### src/rtl/alu_cond_stage.sv
// alu_cond_stage: condition-evaluating, flag-updating output stage for ALU operations.
// Optional COND_STAGE_SKID_EN adds a one-entry skid buffer with a registered in_ready.
module alu_cond_stage (
    input  logic        clk,
    input  logic        reset,
    input  logic        in_valid,
    output logic        in_ready,
    input  logic [31:0] alu_result,
    input  logic [3:0]  alu_flags,
    input  logic [3:0]  cond,
    input  logic [1:0]  flag_write,
    input  logic        reg_write_in,
    input  logic        mem_write_in,
    input  logic        pc_src_in,
    input  logic [3:0]  rd_in,
    output logic        out_valid,
    input  logic        out_ready,
    output logic [31:0] out_result,
    output logic [3:0]  out_rd,
    output logic        reg_write,
    output logic        mem_write,
    output logic        pc_src,
    output logic [3:0]  flags,
    output logic [15:0] squash_count
);
    logic [38:0] out_q, out_d, op;
    logic        out_valid_q, out_valid_d;
    logic [3:0]  flags_q, flags_d;
    logic [15:0] squash_q, squash_d;
    logic [15:0] cond_tbl;
    logic        n, z, c, v, pass, accept, out_free;

    assign {n, z, c, v} = flags_q;
    // Indexed by cond: bit k is the pass result for condition code k.
    assign cond_tbl = {1'b0, 1'b1, z | (n != v), !z & (n == v), n != v, n == v, !c | z, c & !z,
                       !v, v, !n, n, !c, c, !z, z};
    assign pass     = cond_tbl[cond];
    assign op       = {alu_result, rd_in, {reg_write_in, mem_write_in, pc_src_in} & {3{pass}}};
    assign out_free = !out_valid_q || out_ready;
    assign accept   = in_valid && in_ready;

    always_comb begin
        flags_d  = (accept && pass) ? {flag_write[1] ? alu_flags[3:2] : flags_q[3:2],
                                       flag_write[0] ? alu_flags[1:0] : flags_q[1:0]} : flags_q;
        squash_d = (accept && !pass && squash_q != 16'hFFFF) ? squash_q + 16'd1 : squash_q;
    end

`ifdef COND_STAGE_SKID_EN
    logic [38:0] skid_q, skid_d;
    logic        skid_full_q, skid_full_d;

    assign in_ready = !skid_full_q;

    // in_ready is low whenever the skid is full, so a drain never races a new accept into it.
    always_comb begin
        out_d       = out_q;
        out_valid_d = out_valid_q;
        skid_d      = skid_q;
        skid_full_d = skid_full_q;
        if (out_free) begin
            out_valid_d = skid_full_q || accept;
            out_d       = skid_full_q ? skid_q : (accept ? op : out_q);
            skid_full_d = 1'b0;
        end else if (accept) begin
            skid_d      = op;
            skid_full_d = 1'b1;
        end
    end

    always_ff @(posedge clk) begin
        if (reset) begin
            skid_q      <= '0;
            skid_full_q <= 1'b0;
        end else begin
            skid_q      <= skid_d;
            skid_full_q <= skid_full_d;
        end
    end
`else
    assign in_ready = out_free;

    always_comb begin
        out_valid_d = accept || (out_valid_q && !out_ready);
        out_d       = accept ? op : out_q;
    end
`endif

    always_ff @(posedge clk) begin
        if (reset) begin
            out_q       <= '0;
            out_valid_q <= 1'b0;
            flags_q     <= '0;
            squash_q    <= '0;
        end else begin
            out_q       <= out_d;
            out_valid_q <= out_valid_d;
            flags_q     <= flags_d;
            squash_q    <= squash_d;
        end
    end

    assign {out_result, out_rd, reg_write, mem_write, pc_src} = out_q;
    assign out_valid    = out_valid_q;
    assign flags        = flags_q;
    assign squash_count = squash_q;
endmodule

### config.mk
export PLATFORM = sky130hd
export DESIGN_NAME = alu_cond_stage
export DESIGN_NICKNAME = d
export VERILOG_FILES = /design/src/rtl/alu_cond_stage.sv
export SDC_FILE = /design/constraint.sdc
export NUM_CORES = 1
export LEC_CHECK = 0
export ABC_AREA = 1
export BUFFER_PORTS_ARGS = -buffer_cell sky130_fd_sc_hd__buf_2
export CORE_ASPECT_RATIO = 1.1
export CORE_MARGIN = 2
export CORE_UTILIZATION = 51
export DETAILED_ROUTE_END_ITERATION = 8
export PLACE_DENSITY = 0.85
export SLEW_MARGIN = 10
export SYNTH_ARGS = -nofsm -noshare
export SYNTH_HDL_FRONTEND = slang
export SYNTH_SLANG_ARGS = --single-unit
### constraint.sdc
create_clock -name clk -period 2.7 [get_ports clk]
set_input_delay 0.54 -clock clk [delete_from_list [all_inputs] [get_ports clk]]
set_output_delay 0.54 -clock clk [all_outputs]
set_load 0.02 [all_outputs]
Yosys cells after proc, flatten, opt, wreduce, memory -nomap -nowiden --
Index checks and enable logic that the tools add are counted.
Word-level totals: memory bits (read-only) 0, bits in writable memories 0, word-level logic and storage cells 33, memories 0, register bits after elaboration 60, output and inout bits 61, bits in latches 0
Operators by class: reductions and logical operators 16, div/mod/pow operators 0, order comparisons 1, muxes and demuxes 2, equal/unequal tests 3, multipliers 0, bitwise logic cells 5, shift-type cells 0, $add $sub $neg 1
Operators with widths (number):
- $add A16 B1 Y16 const B | 1
- $ne A16 B16 Y1 const B | 1
- $logic_not A1 Y1 | 7
- $logic_and A1 B1 Y1 | 5
- $lt A4 B5 Y1 const B | 1
- $bmux W1 S4 | 1
- $reduce_and A2 Y1 | 2
- $and A3 B3 Y3 | 1
- $and A1 B1 Y1 | 2
- $logic_or A1 B1 Y1 | 2
- $or A1 B1 Y1 | 2
- $eq A1 B1 Y1 | 1
- $mux W1 | 1
- $ne A1 B1 Y1 | 1

Depth between registers and ports, before layout --
word-level depth 7, depth in mapped cells 12, gate-level depth less buffers 11

Least setup slack after synthesis --
No wires, ideal clock.
path kind flip-flop to flip-flop, start register squash_q[0] (netlist: squash_count[0]), end register squash_q[7] (netlist: squash_count[7]), arrival 1615 ps, setup time 70 ps, stages on the path, launching flop included 11, period minus slack after synthesis 1686 ps, setup slack 1014 ps, cell sequence dfxtp_1 ha_1 nand2_2 nor2_4 nand4_1 nand2_1 inv_2 nand2_4 buf_6 nand2_1 a21oi_1
Between the ends: cells in the longest elaborated chain, start to end 2
Ends and longest elaborated chain:
- start, declared | line 29 | logic [15:0] squash_q, squash_d;
- start signal, assigned | line 98 | squash_q <= squash_d;
- branches (longest 2 deep; another with $add A16 B1 Y16)
Parallel ways; which one is timed is not known. A chain may end at the register's enable or synchronous reset.

Worst setup path after layout --
start register squash_q[0] (netlist: squash_count[0]), end register squash_q[14] (netlist: squash_count[14])
Same word-level chain as after synthesis.

==> results <==
- Of the synthesized area, sequential elements account for 45.3%.
- The highest ir drop seen on vdd is around 0.46 mV.
- The number of hold-slack violations in the final timing report is 0.
- The root buffer cell chosen for the clock tree is sky130_fd_sc_hd__clkbuf_8.
- The via total after detailed routing is roughly 2800.
- In this run, placement finished with an instance count of around 530.
- The full die area is 5790 um^2.
- The die outline width is 72.7 um.
- The clock net in this run drives a total of 60 sinks.
- The global-route total usage across every layer is between 20% and 30%.
- The most used flip-flop cell after synthesis is sky130_fd_sc_hd__dfxtp_1.
- The largest fanout of any net on the critical path is 15.
- Clock-pin slew was measured on the worst setup and hold paths at around 60 ps.
- In this run, post-CTS repair resized a total of 0 instances.
- The count of final max-slew check failures is 0.
- The area share of the largest cell type after synthesis is 45.3%.
- The most utilized layer in the global route result is met2.
- Counting flops with an async set or reset pin after synthesis yields a share of 0%.
- The final period demand of the worst path is 1880 ps.
- The final setup violation count is 0.
- Ranked by total cell area, the synthesized netlist is headed by sky130_fd_sc_hd__dfxtp_1 (45%), sky130_fd_sc_hd__nor2_1 (13%), sky130_fd_sc_hd__nand2_1 (9.3%).
- The number of clock buffers added by TritonCTS is 9.
- Yosys printed 0 warnings.
- The total number of placement rows is 27.
- The internal cell power is 1.64 mW.
- The worst setup path is captured at a flip-flop.
- The power density of the placed cells is between 600 and 700 nW/um^2.
- Yosys mapped a number of flops with a built-in enable equal to 0.
- The data arrival time of the critical path is between 2000 and 2500 ps.
- Across the routed clock network, the largest skew measured is just under 6 ps.
- The number of inserted filler cells in the final layout is approximately 420.
- In the final layout, the multi-input gates occupy roughly 1300 um^2.
- The ratio of cells with drive above 1 in the final layout is ~29%.
- The area used by sequential logic in the layout is approximately 1200 um^2.
- Data on the critical path is required at its endpoint by 2950 ps.
- The number of antenna diodes in the final layout is 0.
- After detailed routing, the total wire length is ~6.6 mm.
- The fmax is 0.533 GHz.
- The most frequent cell after synthesis is sky130_fd_sc_hd__nor2_1.
- Counting every net in the synthesized netlist gives ~430.
- The number of levels the H-tree was split into is 3.
- The largest area contributor in the netlist is sky130_fd_sc_hd__dfxtp_1.
- The worst hold path passes through 3 cells.
- In this run, synthesis produced a sequential element count of 60.
- The area of the core is around 5000 um^2.
- The number of nets in the finished design is roughly 540.
- The global-route wire length before repair is 11.0 mm.
- The area growth from synthesis to layout is 30.4%.
- Setup repair after global routing left no endpoint under its margin.
- The register-to-register path setup slack is 820 ps.
- The min-delay analysis places its worst path in the category primary input to flip-flop.
- The first detailed-routing pass took 4 iterations.
- The congestion estimate from routability-driven global placement came to 0.857.
- TritonCTS built the clock tree.
- Global routing consumed, on the met2 layer, a little over 40% of the routing resources.
- The switching portion of total power is about 26%.
- The combinational share of power is between 10 and 15%.
- Once routing completed, OpenROAD measured the worst setup slack at roughly 820 ps.
- The final global-route overflow total is 0.
- The number of global-route vias before repair was 2590.
- The number of buffers inserted to repair setup after CTS is 0.
- The startpoint identified for the worst register-to-register timing path is squash_count[0]$_SDFFE_PP0P_.
- The met3 track utilization from global routing is approximately 7.2%.
- The met1 usage is 26.6%.
- Timing analysis after detailed placement gives a worst setup slack of ~660 ps.
- After detailed routing, the number of vias per cell comes to 5.09.
- The later pin in the worst-skew pair is clocked with a latency of around 320 ps.
- The setup path with the least slack is of type flip-flop to flip-flop.
- For this design the total switching power over the nets is about 0.57 mW.
- The count of antenna-violating nets left after detailed routing is 0.
- The half-perimeter wire length of the detailed placement result is roughly 4.8 mm.
- The flow ran to the end, and the final reports show no timing, DRC or antenna violations.
- The end of the worst hold path is flags[2]$_SDFFE_PP0P_.
- The launch point of the worst hold path is alu_flags[2].
- In this run the tool buffered the top-level ports with approximately 110 buffer cells.
- The sum of negative setup slack is 0 ps.
- The initial antenna violation count is 0.
- The effective utilization at floorplan is between 50% and 60%.
- The worst register-to-register path has a depth of 9.
- Pin placement for this block handled about 110 I/O pins.
- The post-detailed-route DRC marker count is 0.
- The commonest cells after synthesis are sky130_fd_sc_hd__nor2_1 (94), sky130_fd_sc_hd__nand2_1 (66), sky130_fd_sc_hd__dfxtp_1 (60).
- The cell leakage power is ~1.7 nW.
- The synthesized netlist contains 23 unique library cells.
- The synthesized area divided by synthesized cell count is between 7 and 8 um^2.
- For the pin with the worst max-slew slack, the measured transition is 400 ps.
- The hold-fix buffer count after cts is 0.
- The longest clock path from root to sink contains 2 buffers.
- Hold is met by 446 ps.
- The pin count of the biggest net entering global routing is 41.
- The count of non-filler cells in the finished layout is 550.
- The detailed router's first-iteration violation count is ~160.
- The sequential group share of total power is between 40 and 50%.
- In the final routed layout, each cell accounts on average for around 12 um.
- The total standard cell area after synthesis is 2650 um^2.
- Synthesis produced 377 cells.
- The endpoint identified for the worst register-to-register timing path is squash_count[14]$_SDFFE_PP0P_.
- The reported max-cap violation count is 0.
- The relative slew slack is roughly three quarters.
- Dividing the final minimum period by the clock period gives between 60% and 70%.
- The sort of element at the start of the critical path is a flip-flop.
- Of the total power, the clock network draws 41.9%.
- The die outline height is between 70 and 80 um.
## metal layers
layer | routed length, um | part of all wire (%)
met3 | 507 | 7.7
met1 | 2710 | 41
met5 | 0 | 0
met4 | 128 | 1.9
met2 | 3230 | 49
## final cells by class
type / count / area share [%]
Clock buffer: 13 / 4.89
Clock inverter: 3 / 1.96
Inverter: 26 / 2.82
Multi-Input combinational cell: 274 / 36.5
Sequential cell: 60 / 34.8
Tap cell: 58 / 2.10
Timing Repair Buffer: 116 / 17.0
## state kept, by name, indices dropped and copies added, names as in the netlist
| signal | flops |
|---|---|
| out_valid | 1 |
| flags | 4 |
| squash_count | 16 |
| out_q | 39 |
## power by group through the flow
stage	Clock (mW)	Combinational (mW)	Sequential, mW
after floorplan	0	0.147	1.05
after global placement	0	0.313	0.985
after detailed placement	0	0.319	0.987
after CTS	0.946	0.321	0.968
after global routing	0.981	0.355	0.974
final	0.928	0.319	0.969
## cells by family after synthesis
family                     count (synthesis)  synth area share (%)
and+or+nand+nor                          206                  32.9
AOI/OAI and AO/OA                         56                  10.6
xor gates and xnor gates                  11                  3.64
DFF                                       60                  45.3
adders and majority gates                  1                 0.472
buffers and inverters                     43                  7.13
## layout by cell type, fill, tap and decap left out, drive strengths merged
cell and n:
clkinvlp 1, a21oi 19, o21ai 37, nand3 27, nor3 7, clkbuf 13
xnor2 2, xor2 9, inv 26, buf 116, and2 1, nand2 71
dfxtp 60, nor2 95, bufinv 2, ha 1, nand4 5
## worst max path at each step
stage                                               end  slack, ps  depth (start not counted)                    startpoint
final                     squash_count[14]$_SDFFE_PP0P_        820                          9  squash_count[0]$_SDFFE_PP0P_
after global routing      squash_count[14]$_SDFFE_PP0P_        630                          9  squash_count[0]$_SDFFE_PP0P_
after CTS                 squash_count[14]$_SDFFE_PP0P_        820                          9  squash_count[0]$_SDFFE_PP0P_
after detailed placement   squash_count[1]$_SDFFE_PP0P_        660                         10                     out_ready
after global placement     squash_count[1]$_SDFFE_PP0P_        740                         10                     out_ready
after floorplan            squash_count[7]$_SDFFE_PP0P_       1010                         10  squash_count[0]$_SDFFE_PP0P_
## metrics by stage
| step | cell area (um^2) | total power, mW | utilization [%] |
|---|---|---|---|
| after floorplan | 2650 | 1.20 | - |
| after global placement | 3220 | 1.30 | 64.4 |
| after detailed placement | 3220 | 1.31 | 64.4 |
| after CTS | 3460 | 2.23 | 69.1 |
| after global routing | 3460 | 2.31 | 69.1 |
| final | 3460 | 2.22 | 69.1 |
## worst max-delay path, stage by stage, from the launching register on
cell                      delay, ps
sky130_fd_sc_hd__dfxtp_1        450
sky130_fd_sc_hd__ha_1           300
sky130_fd_sc_hd__nand2_2        110
sky130_fd_sc_hd__nor2_4         170
sky130_fd_sc_hd__nand4_1        130
sky130_fd_sc_hd__nand2_1        110
sky130_fd_sc_hd__inv_2          140
sky130_fd_sc_hd__nand2_4        180
sky130_fd_sc_hd__nand2_1         70
sky130_fd_sc_hd__a21oi_1        140
Note: power is estimated with default switching activity, not from simulation.
